===== src/rtl/alu_exec_ctrl.sv =====
// Execute-stage controller: registers ALU operands on accept, captures the ALU result one cycle later.
// Optional macro ALU_EXEC_STALL_CNT_EN adds a saturating stall_cnt output.
module alu_exec_ctrl #(
    parameter int DW = 16,
    parameter int RW = 3
) (
    input  logic          clk,
    input  logic          rst,
    input  logic          in_valid,
    output logic          in_ready,
    input  logic [3:0]    in_opcode,
    input  logic [DW-1:0] in_rs,
    input  logic [DW-1:0] in_rt,
    input  logic [DW-1:0] in_imm,
    input  logic [DW-1:0] in_pc,
    input  logic [RW-1:0] in_rd,
    output logic [2:0]    alu_op,
    output logic [DW-1:0] alu_a,
    output logic [DW-1:0] alu_b,
    input  logic [DW-1:0] alu_result,
    input  logic          alu_zero,
    output logic          out_valid,
    input  logic          out_ready,
    output logic          out_wb_en,
    output logic [RW-1:0] out_rd,
    output logic [DW-1:0] out_wb_data,
    output logic          out_br_taken,
    output logic [DW-1:0] out_br_target,
    output logic          out_err
`ifdef ALU_EXEC_STALL_CNT_EN
    ,
    output logic [15:0]   stall_cnt
`endif
);

    localparam logic [2:0] OP_ADD  = 3'd0;
    localparam logic [2:0] OP_SUB  = 3'd1;
    localparam logic [2:0] OP_AND  = 3'd2;
    localparam logic [2:0] OP_OR   = 3'd3;
    localparam logic [2:0] OP_EQ   = 3'd4;
    localparam logic [2:0] OP_LEU  = 3'd5;
    localparam logic [2:0] OP_NONE = 3'd7;

    localparam logic [DW-1:0] ONE = {{(DW-1){1'b0}}, 1'b1};

    typedef enum logic [1:0] {
        IDLE,
        EXEC,
        DONE
    } state_t;

    state_t state;
    state_t next_state;

    logic accept;
    logic capture;

    logic [2:0]    dec_op;
    logic [DW-1:0] dec_a;
    logic [DW-1:0] dec_b;
    logic          dec_wb;
    logic          dec_br;
    logic          dec_err;

    logic          wb_q;
    logic          br_q;
    logic          err_q;
    logic [RW-1:0] rd_q;
    logic [DW-1:0] target_q;

    always_ff @(posedge clk) begin
        if (rst) begin
            state <= IDLE;
        end else begin
            state <= next_state;
        end
    end

    always_comb begin
        next_state = state;
        in_ready   = 1'b0;
        out_valid  = 1'b0;
        accept     = 1'b0;
        capture    = 1'b0;
        case (state)
            IDLE: begin
                in_ready = 1'b1;
                if (in_valid) begin
                    accept     = 1'b1;
                    next_state = EXEC;
                end
            end
            EXEC: begin
                capture    = 1'b1;
                next_state = DONE;
            end
            DONE: begin
                out_valid = 1'b1;
                if (out_ready) begin
                    next_state = IDLE;
                end
            end
            default: begin
                next_state = IDLE;
            end
        endcase
    end

    // Opcode decode: ALU selection plus the flags that decide how the result is used.
    always_comb begin
        dec_op  = OP_NONE;
        dec_a   = '0;
        dec_b   = '0;
        dec_wb  = 1'b0;
        dec_br  = 1'b0;
        dec_err = 1'b0;
        case (in_opcode)
            4'd0: begin dec_op = OP_ADD; dec_a = in_rs; dec_b = in_rt;  dec_wb = 1'b1; end
            4'd1: begin dec_op = OP_SUB; dec_a = in_rs; dec_b = in_rt;  dec_wb = 1'b1; end
            4'd2: begin dec_op = OP_AND; dec_a = in_rs; dec_b = in_rt;  dec_wb = 1'b1; end
            4'd3: begin dec_op = OP_OR;  dec_a = in_rs; dec_b = in_rt;  dec_wb = 1'b1; end
            4'd4: begin dec_op = OP_ADD; dec_a = in_rs; dec_b = in_imm; dec_wb = 1'b1; end
            4'd5: begin dec_op = OP_EQ;  dec_a = in_rs; dec_b = in_rt;  dec_br = 1'b1; end
            4'd6: begin dec_op = OP_LEU; dec_a = in_rs; dec_b = in_rt;  dec_br = 1'b1; end
            4'd7: begin dec_op = OP_NONE; end
            default: begin
                dec_op  = OP_NONE;
                dec_err = 1'b1;
            end
        endcase
    end

    // Downstream outputs only change on the capture edge, so they stay frozen through DONE.
    always_ff @(posedge clk) begin
        if (rst) begin
            alu_op        <= OP_NONE;
            alu_a         <= '0;
            alu_b         <= '0;
            wb_q          <= 1'b0;
            br_q          <= 1'b0;
            err_q         <= 1'b0;
            rd_q          <= '0;
            target_q      <= '0;
            out_wb_en     <= 1'b0;
            out_rd        <= '0;
            out_wb_data   <= '0;
            out_br_taken  <= 1'b0;
            out_br_target <= '0;
            out_err       <= 1'b0;
        end else begin
            if (accept) begin
                alu_op   <= dec_op;
                alu_a    <= dec_a;
                alu_b    <= dec_b;
                wb_q     <= dec_wb;
                br_q     <= dec_br;
                err_q    <= dec_err;
                rd_q     <= in_rd;
                target_q <= in_pc + ONE + in_imm;
            end
            if (capture) begin
                out_wb_data   <= alu_result;
                out_wb_en     <= wb_q;
                out_br_taken  <= br_q & alu_zero;
                out_err       <= err_q;
                out_rd        <= rd_q;
                out_br_target <= target_q;
            end
        end
    end

`ifdef ALU_EXEC_STALL_CNT_EN
    always_ff @(posedge clk) begin
        if (rst) begin
            stall_cnt <= '0;
        end else if (out_valid && !out_ready && (stall_cnt != 16'hFFFF)) begin
            stall_cnt <= stall_cnt + 16'd1;
        end
    end
`endif

endmodule

===== config.mk =====
export PLATFORM = sky130hd
export DESIGN_NAME = alu_exec_ctrl
export DESIGN_NICKNAME = d
export VERILOG_FILES = /design/src/rtl/alu_exec_ctrl.sv
export SDC_FILE = /design/constraint.sdc
export NUM_CORES = 1
export LEC_CHECK = 0
export ABC_AREA = 1
export CORE_UTILIZATION = 45
export CTS_CLUSTER_SIZE = 12
export DETAILED_ROUTE_END_ITERATION = 10
export PLACE_DENSITY_LB_ADDON = 0.3
export SYNTH_ARGS = -nofsm -noshare
export SYNTH_HDL_FRONTEND = slang
export SYNTH_SLANG_ARGS = --single-unit

===== constraint.sdc =====
create_clock -name clk -period 2.32 [get_ports clk]
set_clock_uncertainty 0.15 [all_clocks]
set_input_delay 0.464 -clock clk [delete_from_list [all_inputs] [get_ports clk]]
set_output_delay 0.464 -clock clk [all_outputs]
set_load 0.01 [all_outputs]

# Word level (Yosys, flattened, before mapping)
# Index checks and enable logic that the tools add are counted.
# classes
eq_ne	11
bitwise_logic	1
n_reduce_logical	9
mux	14
n_addsub	2
# ops
cell	n
case mux 16 bit (2 select lines)	1
case mux 3 bit (6 select lines)	1
adder 16 x 1 -> 16 bit, second input constant	1
adder 16 bit	1
== test 4 x 3 -> 1 bit, second input constant	4
2-to-1 mux 16 bit	1
== test 4 x 2 -> 1 bit, second input constant	2
2-to-1 mux 1 bit	8
OR reduction 8 bit	1
OR reduction 7 bit	1
case mux 2 bit (3 select lines)	1
OR reduction 6 bit	1
OR reduction 5 bit	1
== test 4 x 1 -> 1 bit, second input constant	1
zero test 4 bit	1
2-to-1 mux 2 bit	2
!= test 2 bit, second input constant	2
OR reduction 2 bit	2
== test 2 x 1 -> 1 bit, second input constant	1
== test 2 bit, second input constant	1
zero test 2 bit	1
AND reduction 2 bit	1
AND 1 bit	1
# word_totals
reg_bits	97
wordCells	52
output_inout_bits	75
input_bits	92

# Longest topological paths before layout
# Gate-level depths: netlist (run 1).
# depth
word_depth	3
depth_mapped	14
mapped_depth_nobuf	14

# Least setup slack after synthesis (run 1)
# OpenSTA, ideal clock, no wires.
# synth_timing
kind	input -> register
start	in in_imm[0]
end	reg target_q[8]
setup_slack_ns	0.345
path_stages	13
path_buffers	0
required_time_ns	2.061
setup_ns	0.109
arrival_time_ns	1.716
path_cell_list	inv_1 -> ha_1 -> inv_1 -> fa_1 -> nand2_1 -> nand2_1 -> and2_1 -> nand2_1 -> nand2_1 -> xnor2_1 -> nand2_1 -> nand2_1 -> inv_1
# synth_between
elab_chain_cells	1
# synth_lines
item	line	source
from (decl)	14	input logic [DW-1:0] in_imm,
adder 16 bit	159	target_q <= in_pc + ONE + in_imm;
to (signal assigned)	159	
to (decl)	69	logic [DW-1:0] target_q;
# Every way passes these cells.
# A chain may end at the register's enable or synchronous reset.

# Final worst setup path (run 1)
# layout_timing
start	in in_imm[0]
end	reg target_q[12]
# Same word-level chain as after synthesis.

==> results.py, run 1 <==
metrics = {
    "sta": {
        "drv_slew": 0,
        "hold_viol": 0,
        "rsz0062_at_grt": "no",
        "fin_crit_ns": 2.14,
        "setup_violations": 0,
        "timing.fmax_ghz": 0.468,
        "relSlewSlack_pct": 68.3,
        "fin_crit_sh_pct": 92.1,
        "tightest_slew_ns": 0.475,
        "timing.hold.ws_ns": 0.308,
    },
    "yosys": {
        "synth_top_family_by_area": "simple AND/OR/NAND/NOR gates",
        "netlist_instances": 660,
        "synth-compound-area-share_pct": 14.6,
        "syn_area_mm2": 0.00450,
        "synth-simple-area-share_pct": 26.9,
        "ys_seq_area_share_pct": 43.1,
        "synth_nets": 768,
        "syn_area_per_cell_um2": 6.82,
        "synthXorXnorAreaFrac_pct": 1.36,
        "synthAdderAreaFrac_pct": 4.61,
        "synthArstFlopShare_pct": 0,
        "yosysUniqueCellTypes": 28,
        "synth_flop_cell": "dfxtp_1",
        "synth_edf_count": 0,
        "synth-seq-cells": 97,
        "ys_warn_count": 0,
        "synth_mux_area_share_pct": 0,
    },
    "setup_path": {
        "required_ns": 2.43,
        "crit_fanout": 3,
        "worstSetupPathType": "in -> reg",
        "cp_slowest_cell": "clkdlybuf4s50_1",
        "cp.arrival_ns": 2.25,
        "endpoint_kind": "flip-flop",
        "slowest_delay_ns": 0.43,
        "cpMostUsedCell": "nand2_1",
        "worstPathCellList": "clkdlybuf4s50_1 -> inv_1 -> ha_2 -> inv_1 -> fa_2 -> nand2_1 -> nand2_1 -> and2_1 -> nand3_1 -> nand3_1 -> nand2_1 -> nand3_1 -> nand2_1 -> inv_1",
        "startpoint_type": "input pin",
    },
    "drt": {
        "vias": 4715,
        "wl_met3_um": 986,
        "drt-pass1-iter-count": 6,
        "wl_met2_um": 6070,
        "dr.max_layer_used": "met4",
        "vias_per_cell": 4.84,
        "drt_wl_total_um": 12500,
        "ant_nets": 0,
        "drt_iter0_markers": 138,
        "avgRoutedWirePerCell_um": 12.8,
        "drcViolationCount": 0,
        "met1_length_um": 5210,
    },
    "clock_network": {
        "clkSlewWorstSetupHoldPaths_ns": 0.08,
        "cts.sinks": 97,
        "cts-root-buf": "clkbuf_8",
        "clk_latency_ns": 0.36,
        "cts_buffer_depth": 2,
        "numCtsBuffers": 9,
        "cts_tree": "done",
        "htree_levels": 3,
    },
    "layout": {
        "finalNonFillerCells": 974,
        "filler_cell_count": 851,
        "antenna_cells": 0,
        "fin_nets": 945,
        "drive_above_1_share_pct": 6.54,
        "fin_area_mm2": 0.00661,
        "area_delta_synth_final_pct": 47.0,
    },
    "outcome": {
        "status": "completed",
    },
    "grt": {
        "grt_pass1_vias": 4303,
        "antenna_found_initial": 0,
        "grt_pass1_wl_um": 19500,
        "grtUsageTotal_pct": 24.0,
        "grt_remaining_overflow": 0,
        "grt_max_degree": 53,
    },
    "die": {
        "fp.dieW_um": 102,
        "dieHeight_um": 102,
        "ios": 167,
        "die_area_mm2": 0.0104,
        "initial_utilization_pct": 46.3,
        "coreArea_mm2": 0.00973,
        "num_rows": 36,
    },
    "placement": {
        "dpl.hpwl_um": 9610,
        "place_area_mm2": 0.00643,
        "port_buffers": 166,
        "place_congestion": 0.871,
        "dp_cells": 959,
    },
    "flow_run": {
        "max_cap_violations": 0,
    },
    "pwr": {
        "vdd_ir_drop_max_mv": 0.352,
        "p_leak_nw": 2.99,
        "power_density_mw_per_mm2": 579,
        "total_power_w": 0.00383,
    },
    "min_path": {
        "min-delay-path-class": "reg -> reg",
    },
}
-- synthesized netlist by cell type, drive strengths merged, types with 2 or more instances --
cell type,number,share of area (%)
xnor2,2,0.39
dfxtp,97,43
a21oi,67,7.5
nand3b,2,0.61
clkbuf,16,1.3
ha,15,4.2
inv,76,6.3
nand3,20,2.2
nor3,5,0.56
a31oi,4,0.56
o21ai,56,6.2
xor2,5,0.97
buf,14,1.8
nand2,193,16
nor2,82,6.9
-- power by group --
group	leakage (nW)	total, W	switching (W)	internal (W)
logic	2.10	0.000955	0.000472	0.000483
registers	0.796	0.00184	0.0000528	0.00178
clock network	0.0864	0.00104	0.000548	0.000493
-- logic make-up (layout without fill, tap and decap cells) --
kind of cell | Yosys count | after routing
simple gates | 305 | 305
compound gates | 129 | 129
buf+inv | 106 | 287
flops | 97 | 97
fa+ha+maj | 16 | 16
xor+xnor | 7 | 7
-- layout by cell type (no fill, tap or decap), drive strengths merged, types with 2 or more instances in the layout --
| cell | netlist | layout |
|---|---|---|
| nand2 | 193 | 193 |
| ha | 15 | 15 |
| a31oi | 4 | 4 |
| nand3b | 2 | 2 |
| clkbuf | 16 | 12 |
| nand3 | 20 | 20 |
| clkdlybuf4s50 | 0 | 166 |
| dfxtp | 97 | 97 |
| xnor2 | 2 | 2 |
| nor2 | 82 | 82 |
| nor3 | 5 | 5 |
| a21oi | 67 | 67 |
| o21ai | 56 | 56 |
| xor2 | 5 | 5 |
| buf | 14 | 30 |
| inv | 76 | 76 |
-- metal layers --
| layer | vias to the layer above | global-route usage, % |
|---|---|---|
| met3 | 14 | 7.39 |
| met2 | 157 | 41.7 |
| met5 | - | 0 |
| li1 | 2429 | - |
| met1 | 2115 | 28.4 |
| met4 | 0 | 6.92 |
-- per-stage QoR --
| step | setup TNS [ns] | worst slack (ns) | utilization, % |
|---|---|---|---|
| floorplan | 0 | 0.345 | - |
| global placement | -1.09 | -0.214 | 66.1 |
| finish | 0 | 0.183 | 68.0 |
| detailed placement | -1.37 | -0.218 | 66.1 |
| global route | 0 | 0.0133 | 68.0 |
| CTS | 0 | 0.151 | 67.9 |
-- state kept, by name, indices dropped and copies added, names as in the netlist, 3 cells and up --
register and count:
out_wb_data 16, alu_a 16, target_q 16, out_br_target 16, alu_op 3, alu_b 16, rd_q 3, out_rd 3
-- timing repair --
| action | CTS | global route |
|---|---|---|
| setup endpoints to repair | 0 | 4 |
| hold buffers | 0 | 0 |
| hold endpoints to repair | 0 | 0 |
| setup buffers | 0 | 0 |
| resized for setup | 0 | 2 |
-- worst paths after layout --
kind,from,to,slack [ns],depth (start not counted)
hold reg to reg,target_q[3]$_SDFFE_PP0P_,out_br_target[3]$_SDFFE_PP0N_,0.31,2
setup reg to reg,state[1]$_SDFFE_PP0P_,target_q[13]$_SDFFE_PP0P_,0.68,7
setup / recovery,in_imm[0],target_q[12]$_SDFFE_PP0P_,0.18,14
hold / removal,target_q[3]$_SDFFE_PP0P_,out_br_target[3]$_SDFFE_PP0N_,0.31,2
-- cell type report --
type                       count  area [um^2]  area share [%]
timing repair buffer         196         1900            28.7
multi-input combinational    457         2140            32.4
inverter                      76          285            4.31
clock buffer                  12          135            2.04
clock inverter                 3         42.5           0.643
tap                          133          166            2.52
sequential                    97         1940            29.4
-- worst max-delay path, delay by kind of cell --
kind          cells  cell delay [ns]
buf+inv           4             0.61
fa+ha+maj         2             0.51
simple gates      8             0.66
Power figures use the tool's default switching activity.
==> run 2, diff against run 1 <==
--- a/config.mk
+++ b/config.mk
@@ -9,6 +9,7 @@
 export CORE_UTILIZATION = 45
 export CTS_CLUSTER_SIZE = 12
 export DETAILED_ROUTE_END_ITERATION = 10
+export GPL_ROUTABILITY_DRIVEN = 0
 export PLACE_DENSITY_LB_ADDON = 0.3
 export SYNTH_ARGS = -nofsm -noshare
 export SYNTH_HDL_FRONTEND = slang
==> run 2 against run 1 <==
Worst hold slack about the same. Combinational power about the same. Critical path depth unchanged. Critical endpoint unchanged.
==> results.py, run 2 (same netlist as run 1, synthesis figures left out) <==
metrics = {
    "layout": {
        "area_delta_synth_final_pct": 47.6,
        "fin_nets": 947,
        "drive_above_1_share_pct": 7.11,
        "final_common_cell": "nand2_1",
        "final_cell_mix": "191 x nand2_1, 166 x clkdlybuf4s50_1, 97 x dfxtp_1",
        "finalNonFillerCells": 977,
        "final_util_pct": 68.3,
        "antenna_cells": 0,
    },
    "setup_path": {
        "r2r_slack_ns": 0.74,
        "r2r_end": "target_q[13]$_SDFFE_PP0P_",
        "required_ns": 2.43,
        "cp.arrival_ns": 2.31,
        "worstSetupPathType": "in -> reg",
        "worstRegToRegCells": 7,
        "startpoint_type": "input pin",
        "regToRegStartpoint": "state[1]$_SDFFE_PP0P_",
        "crit_fanout": 3,
        "endpoint_kind": "flip-flop",
    },
    "grt": {
        "grt_pass1_vias": 4387,
        "grtUsageTotal_pct": 23.5,
        "antenna_found_initial": 0,
        "grt_max_degree": 34,
        "grt_pass1_wl_um": 19300,
        "grt_remaining_overflow": 0,
    },
    "die": {
        "die_area_mm2": 0.0104,
        "num_rows": 36,
        "initial_utilization_pct": 46.3,
        "coreArea_mm2": 0.00973,
        "ios": 167,
        "dieHeight_um": 102,
        "fp.dieW_um": 102,
    },
    "placement": {
        "pre_cts_ws_ns": -0.288,
        "dpl.hpwl_um": 9660,
        "port_buffers": 166,
        "dp_cells": 961,
    },
    "clock_network": {
        "cts_tree": "done",
        "numCtsBuffers": 9,
        "cts_setup_buffers": 0,
        "clkSlewWorstSetupHoldPaths_ns": 0.08,
        "clk_latency_ns": 0.36,
        "cts-root-buf": "clkbuf_8",
        "cts_buffer_depth": 2,
        "cts.sinks": 97,
        "htree_levels": 3,
    },
    "drt": {
        "vias_per_cell": 4.88,
        "drcViolationCount": 0,
        "drt_wl_total_um": 12500,
        "vias": 4767,
        "drt-pass1-iter-count": 4,
        "avgRoutedWirePerCell_um": 12.8,
        "drt_iter0_markers": 208,
        "ant_nets": 0,
    },
    "sta": {
        "drv_slew": 0,
        "fin_crit_ns": 2.20,
        "tightest_slew_ns": 0.468,
        "timing.fmax_ghz": 0.455,
        "hold_viol": 0,
        "setup_slack_ns": 0.121,
        "setup_violations": 0,
        "relSlewSlack_pct": 68.8,
        "fin_crit_sh_pct": 94.8,
    },
    "min_path": {
        "holdPathEnd": "out_br_target[10]$_SDFFE_PP0N_",
        "hold_depth": 2,
        "hold_start": "target_q[10]$_SDFFE_PP0P_",
        "min-delay-path-class": "reg -> reg",
    },
    "outcome": {
        "status": "completed",
    },
    "pwr": {
        "power_density_mw_per_mm2": 586,
        "p_leak_nw": 3.01,
        "vdd_ir_drop_max_mv": 0.292,
    },
    "flow_run": {
        "max_cap_violations": 0,
    },
}
==> run 2: repair_timing <==
item | in CTS | in global routing
gates resized for setup | 0 | 1
hold buffers | 0 | 0
setup endpoints to repair | 0 | 4
==> run 2: layout make-up <==
cell class / count / area [um^2]
Fill cell: 859 / 3090
Multi-Input combinational cell: 457 / 2140
Sequential cell: 97 / 1940
Timing Repair Buffer: 198 / 1900
Inverter: 76 / 285
Tap cell: 133 / 166
Clock buffer: 10 / 138
Clock inverter: 6 / 67.6
==> run 2: layer usage <==
| layer | up-vias | GRT usage (%) | share of wire (%) |
|---|---|---|---|
| li1 | 2427 | - | - |
| met3 | 24 | 7.66 | 7.9 |
| met4 | 0 | 8.24 | 2.1 |
| met5 | - | 0 | 0 |
| met2 | 168 | 40.6 | 48 |
| met1 | 2148 | 27.1 | 42 |
==> run 2: worst max path at each step <==
stage               startpoint                        end  slack (ns)  cells after the start
detailed placement   in_imm[0]  target_q[12]$_SDFFE_PP0P_       -0.29                     14
finish               in_imm[0]  target_q[12]$_SDFFE_PP0P_        0.12                     14
global route         in_imm[0]  target_q[12]$_SDFFE_PP0P_       -0.01                     14
floorplan            in_imm[0]   target_q[8]$_SDFFE_PP0P_        0.35                     13
global placement     in_imm[0]   target_q[8]$_SDFFE_PP0P_       -0.22                     14
CTS                  in_imm[0]  target_q[12]$_SDFFE_PP0P_        0.09                     14
==> run 2: power breakdown <==
group | total [W] | internal (W) | leakage (nW) | switching [W]
clock network | 0.00110 | 0.000529 | 0.0985 | 0.000567
logic | 0.000958 | 0.000483 | 2.11 | 0.000475
registers | 0.00184 | 0.00178 | 0.796 | 0.0000531
total | 0.00389 | 0.00280 | 3.01 | 0.00109
==> run 2: per-stage QoR <==
step | total power, W | setup TNS, ns | area, um^2 | hold WS [ns]
2_1_floorplan | 0.00234 | 0 | 4500 | 0.280
3_3_place_gp | 0.00280 | -1.17 | 6430 | 0.292
3_5_place_dp | 0.00283 | -1.68 | 6430 | 0.290
4_1_cts | 0.00392 | 0 | 6640 | 0.307
5_1_grt | 0.00410 | -0.0106 | 6640 | 0.338
6_report | 0.00389 | 0 | 6640 | 0.308
==> run 2: critical path: stages <==
cell and delay (ns):
clkdlybuf4s50_1 0.43, inv_1 0.07, ha_1 0.16, inv_1 0.08, fa_2 0.35, nand2_1 0.08
nand2_1 0.06, and2_1 0.17, nand3_1 0.11, nand3_1 0.10, nand2_1 0.08, nand3_1 0.06
nand2_1 0.07, inv_1 0.03
